===== config.mk =====
export PLATFORM = sky130hd
export DESIGN_NAME = oup_wb_master
export DESIGN_NICKNAME = d
export VERILOG_FILES = /design/src/rtl/oup_wb_master.sv
export SDC_FILE = /design/constraint.sdc
export NUM_CORES = 1
export LEC_CHECK = 0
export ABC_CLOCK_PERIOD_IN_PS = 4150
export BUFFER_PORTS_ARGS = -buffer_cell sky130_fd_sc_hd__buf_4
export CAP_MARGIN = 20
export CORE_UTILIZATION = 50
export DETAILED_ROUTE_END_ITERATION = 8
export PLACE_DENSITY = 0.89
export SKIP_LAST_GASP = 1
export SLEW_MARGIN = 20
export SYNTH_ARGS = -nofsm -noshare
export SYNTH_HDL_FRONTEND = slang
export SYNTH_SLANG_ARGS = --single-unit

===== constraint.sdc =====
create_clock -name clk_i -period 4.15 [get_ports clk_i]
set_input_delay 0.415 -clock clk_i [delete_from_list [all_inputs] [get_ports clk_i]]
set_output_delay 0.415 -clock clk_i [all_outputs]
set_load 0.005 [all_outputs]

===== src/rtl/oup_wb_master.sv =====
// -----------------------------------------------------------------------------
// oup_wb_master
//   A Wishbone B4 classic initiator that performs one transfer at a time. Each
//   command taken on the cmd_* valid/ready port becomes a single read or write
//   bus cycle. The read data and a status code come back on the rsp_* port.
//   A bus timeout ends a cycle that a slave never terminates, so the command
//   source can always make progress.
//
// Parameters
//   TIMEOUT_CYCLES : number of BUS cycles without ack/err before the cycle is
//                    aborted (0..65535; 0 disables the timeout)
//   TAG            : constant driven on wb_tag_o while wb_cyc_o is high
//
// Ports
//   clk_i, rstn_i         clock; synchronous active-low reset
//   cmd_valid_i/ready_o   command handshake (cmd_ready_o = 1 only in IDLE)
//   cmd_we_i/adr_i/dat_i/sel_i  command fields, sampled at acceptance only
//   rsp_valid_o/ready_i   response handshake
//   rsp_dat_o             read data (0 for writes, errors and timeouts)
//   rsp_status_o          00 OK, 01 ERR, 10 TIMEOUT
//   wb_*                  Wishbone initiator signals; every output registered
// -----------------------------------------------------------------------------
module oup_wb_master #(
  parameter int unsigned TIMEOUT_CYCLES = 255,
  parameter logic [2:0]  TAG            = 3'b000
) (
  input  logic        clk_i,
  input  logic        rstn_i,
  // command port
  input  logic        cmd_valid_i,
  output logic        cmd_ready_o,
  input  logic        cmd_we_i,
  input  logic [31:0] cmd_adr_i,
  input  logic [31:0] cmd_dat_i,
  input  logic [3:0]  cmd_sel_i,
  // response port
  output logic        rsp_valid_o,
  input  logic        rsp_ready_i,
  output logic [31:0] rsp_dat_o,
  output logic [1:0]  rsp_status_o,
  // Wishbone initiator
  output logic [2:0]  wb_tag_o,
  output logic [31:0] wb_adr_o,
  input  logic [31:0] wb_dat_i,
  output logic [31:0] wb_dat_o,
  output logic        wb_we_o,
  output logic [3:0]  wb_sel_o,
  output logic        wb_stb_o,
  output logic        wb_cyc_o,
  input  logic        wb_ack_i,
  input  logic        wb_err_i
);

  typedef enum logic [1:0] {
    S_IDLE = 2'd0,
    S_BUS  = 2'd1,
    S_RESP = 2'd2
  } state_e;

  typedef enum logic [1:0] {
    ST_OK      = 2'b00,
    ST_ERR     = 2'b01,
    ST_TIMEOUT = 2'b10
  } status_e;

  localparam bit          TO_EN   = (TIMEOUT_CYCLES != 0);
  // Counter value seen in the last permitted BUS cycle.
  localparam logic [15:0] TO_LAST = TO_EN ? 16'(TIMEOUT_CYCLES - 1) : 16'd0;

  state_e      state_q, state_d;
  logic [15:0] cnt_q, cnt_d;
  logic [31:0] adr_q, adr_d;
  logic [31:0] dat_q, dat_d;
  logic        we_q, we_d;
  logic [3:0]  sel_q, sel_d;
  logic        cyc_q, cyc_d;
  logic [2:0]  tag_q, tag_d;
  logic        rsp_valid_q, rsp_valid_d;
  logic [31:0] rsp_dat_q, rsp_dat_d;
  status_e     rsp_status_q, rsp_status_d;

  always_comb begin
    // NOTE: every _d starts as its _q so each path assigns everything and no
    // latch can be inferred.
    state_d      = state_q;
    cnt_d        = cnt_q;
    adr_d        = adr_q;
    dat_d        = dat_q;
    we_d         = we_q;
    sel_d        = sel_q;
    cyc_d        = cyc_q;
    tag_d        = tag_q;
    rsp_valid_d  = rsp_valid_q;
    rsp_dat_d    = rsp_dat_q;
    rsp_status_d = rsp_status_q;

    unique case (state_q)
      S_IDLE: begin
        if (cmd_valid_i) begin
          adr_d   = cmd_adr_i;
          we_d    = cmd_we_i;
          sel_d   = cmd_sel_i;
          dat_d   = cmd_we_i ? cmd_dat_i : 32'd0;
          cyc_d   = 1'b1;
          tag_d   = TAG;
          cnt_d   = 16'd0;
          state_d = S_BUS;
        end
      end

      S_BUS: begin
        // err beats ack; an ack in the timeout cycle still completes as OK.
        if (wb_err_i || wb_ack_i || (TO_EN && cnt_q == TO_LAST)) begin
          if (wb_err_i) begin
            rsp_status_d = ST_ERR;
            rsp_dat_d    = 32'd0;
          end else if (wb_ack_i) begin
            rsp_status_d = ST_OK;
            rsp_dat_d    = we_q ? 32'd0 : wb_dat_i;
          end else begin
            rsp_status_d = ST_TIMEOUT;
            rsp_dat_d    = 32'd0;
          end
          cyc_d       = 1'b0;
          tag_d       = 3'd0;
          adr_d       = 32'd0;
          dat_d       = 32'd0;
          sel_d       = 4'd0;
          we_d        = 1'b0;
          rsp_valid_d = 1'b1;
          state_d     = S_RESP;
        end else if (cnt_q != 16'hFFFF) begin
          cnt_d = cnt_q + 16'd1;
        end
      end

      S_RESP: begin
        if (rsp_ready_i) begin
          rsp_valid_d = 1'b0;
          state_d     = S_IDLE;
        end
      end

      default: state_d = S_IDLE;
    endcase
  end

  always_ff @(posedge clk_i) begin
    // NOTE: state registers use non-blocking assignments so every register
    // samples the pre-edge values regardless of statement order.
    if (!rstn_i) begin
      state_q      <= S_IDLE;
      cnt_q        <= 16'd0;
      adr_q        <= 32'd0;
      dat_q        <= 32'd0;
      we_q         <= 1'b0;
      sel_q        <= 4'd0;
      cyc_q        <= 1'b0;
      tag_q        <= 3'd0;
      rsp_valid_q  <= 1'b0;
      rsp_dat_q    <= 32'd0;
      rsp_status_q <= ST_OK;
    end else begin
      state_q      <= state_d;
      cnt_q        <= cnt_d;
      adr_q        <= adr_d;
      dat_q        <= dat_d;
      we_q         <= we_d;
      sel_q        <= sel_d;
      cyc_q        <= cyc_d;
      tag_q        <= tag_d;
      rsp_valid_q  <= rsp_valid_d;
      rsp_dat_q    <= rsp_dat_d;
      rsp_status_q <= rsp_status_d;
    end
  end

  assign cmd_ready_o  = (state_q == S_IDLE);
  assign rsp_valid_o  = rsp_valid_q;
  assign rsp_dat_o    = rsp_dat_q;
  assign rsp_status_o = rsp_status_q;
  assign wb_tag_o     = tag_q;
  assign wb_adr_o     = adr_q;
  assign wb_dat_o     = dat_q;
  assign wb_we_o      = we_q;
  assign wb_sel_o     = sel_q;
  assign wb_stb_o     = cyc_q;
  assign wb_cyc_o     = cyc_q;

endmodule


==> results.cfg <==
[power_and_ir_drop]
p_switching_uw = 729
peakVddDrop_v = 0.000273
seq_power_share_pct = 41.7
intPower_mw = 2.28
p_leak_nw = 2.97
power_density_nw_per_um2 = 435
total_power_mw = 3.01
switching_share_pct = 24.2
combPwrFrac_pct = 10.9
p_clk_share_pct = 47.4

[status]
outcome = finished, final reports clean

[layout]
area_growth_pct = 46.1
layout_common_cells = buf_4 (220), dfxtp_1 (123), nand2_1 (84)
drive_gt1_share_pct = 35.3
stdcell_count = 856
fillerInstances = 656
final_cell_area_um2 = 6920
final_core_util_pct = 75.2
antenna-diode-count = 0
final_common_cell = buf_4
nNetsFinal = 841

[clocking]
cts_resized = 0
cts.clk_slew.worst_paths_ns = 0.06
htree_levels = 4
cts_buffers = 17
numClockSinks = 123
worstSkewPairLatency_ns = 0.50
postCtsHoldBufs = 0
clk_path_buf_depth = 2
cts_tree = done
cts-root-buf = clkbuf_8
post_cts_buffers = 0

[floorplanning]
start_util_pct = 51.5
die_area_um2 = 9860
io_pins = 217
fp.dieH_um = 99.3
placementRows = 35
die_w_um = 99.3
core_area_um2 = 9200

[worst_hold_path]
holdPathStages = 2
hp-class = input pin to flip-flop
hold_path_startpoint = cmd_dat_i[11]

[sta]
finalSetupViolations = 0
hold_ws_ns = 0.121
worst_pin_slew_ns = 0.845
finalCritPeriodShare_pct = 69.5
timing.fmax_ghz = 0.347
slew_headroom_pct = 43.6
drv_slew = 0
fin_crit_ns = 2.88
skew_ns = 0.00811
setup_slack_ns = 1.27
setup_tns_ns = 0
rsz0062_at_grt = no
hold_viol_final = 0

[logic_synthesis]
ys_async_sr_fraction_pct = 0
yosysWarnings = 0
yosysUniqueCellTypes = 51
ys.flop_type = dfxtp_1
synth_area_per_cell_um2 = 8.81
synth_edf_count = 0
seq_area_frac_synth_pct = 52.0
syn_inst = 537
ys_ff_latch = 123
syn_area_um2 = 4730

[placed_design]
dp.final_hpwl_mm = 9.47
dpl.cell_count = 823
dp_slack_ns = 1.34
placed_area_um2 = 6320
place_congestion = 0.888
io_buffer_count = 213

[setup_path]
cp_max_fo = 34
startpoint_type = flip-flop
critical_path_arrival_ns = 3.27
critPathRequiredTime_ns = 4.54
end_kind = flip-flop
regToRegStartpoint = cnt_q[12]$_SDFFE_PN0P_
timing_worst_setup_path_type = flip-flop to flip-flop
crit_start = cnt_q[12]$_SDFFE_PN0P_
worstRegToRegCells = 7

[global_routing]
grt_usage_pct = 28.4
grt_pass1_wl_mm = 22.3
grt_max_degree = 72
antenna_found_initial = 0
use_met2_pct = 46.5
grt_overflow_total = 0
busiest_layer = met2
grt_util_met3_pct = 10.2
grt_pass1_vias = 4673
use_met1_pct = 33.8

[route]
routed_wl_mm = 14.0
wl_per_cell_um = 16.3
ant_nets = 0
vias = 4835
dr.first_iter.drc_count = 378
routed_via_density = 5.65
drc = 0
first_pass_iters = 5

[flow_run]
cap_violations = 0
-- layer usage --
metal | vias to the layer above | wire length [µm]
met5 | - | 0
met4 | 0 | 312
met3 | 26 | 1390
met2 | 261 | 6730
met1 | 2220 | 5560
li1 | 2328 | -
-- kinds of logic after synthesis --
group | count (synthesis) | share of synthesized area (%)
compound gates | 150 | 20.8
fa+ha+maj | 2 | 0.529
buf+inv | 52 | 5.34
flops | 123 | 52.0
other cells | 1 | 0.0792
simple gates | 209 | 21.3
-- sequential cells by signal (all words and copies together), names as in the netlist --
signal,count
rsp_dat_o,32
wb_adr_o,32
wb_dat_o,32
cnt_q,16
wb_sel_o,4
rsp_status_o,2
state_q,2
rsp_valid_o,1
wb_cyc_o,1
wb_we_o,1
-- final cells by class --
class                      count  area [µm²]  share of cell area [%]
sequential                   123        2460                    35.6
multi-input combinational    364        2050                    29.6
timing repair buffer         221        1660                    24.0
clock buffer                  19         442                    6.39
clock inverter                13         143                    2.06
tap                          111         139                    2.01
inverter                       5        18.8                   0.271
-- power groups by stage --
stage | Combinational (mW) | Clock, mW | Sequential (mW)
6_report | 0.328 | 1.43 | 1.26
5_1_grt | 0.356 | 1.52 | 1.26
4_1_cts | 0.326 | 1.45 | 1.26
3_5_place_dp | 0.324 | 0 | 1.28
3_3_place_gp | 0.315 | 0 | 1.28
2_1_floorplan | 0.145 | 0 | 1.28
-- synth_stat cells (all sizes together), types with 4 or more instances --
| library cell | number | area (µm²) |
|---|---|---|
| a22o | 32 | 280 |
| nand2 | 84 | 315 |
| nor2 | 13 | 48.8 |
| clkbuf | 34 | 128 |
| nand3 | 73 | 365 |
| nor3 | 4 | 25.0 |
| inv | 5 | 18.8 |
| and4 | 5 | 43.8 |
| o31ai | 5 | 37.5 |
| dfxtp | 123 | 2460 |
| o311ai | 5 | 43.8 |
| a31oi | 6 | 52.6 |
| nor4 | 4 | 25.0 |
| buf | 13 | 106 |
| nand4 | 7 | 43.8 |
| a21oi | 79 | 407 |
| o21ai | 9 | 45.0 |
| or4 | 5 | 41.3 |
-- worst max-delay path, stage by stage, from the launching register on --
cell and delay [ns]:
dfxtp_1 0.37, or4_4 0.56, or4_1 0.67, a21oi_4 0.19, buf_4 0.38, nor3_4 0.14, buf_6 0.20, a22o_1 0.24
-- final timing paths --
kind	endpoint	slack, ns
hold / removal	wb_dat_o[11]$_SDFFE_PN0P_	0.12
hold reg to reg	rsp_dat_o[15]$_SDFFE_PN0P_	0.45
setup reg to reg	wb_dat_o[8]$_SDFFE_PN0P_	1.27
setup / recovery	wb_dat_o[8]$_SDFFE_PN0P_	1.27
No activity file was read; power rests on OpenSTA's default activity.
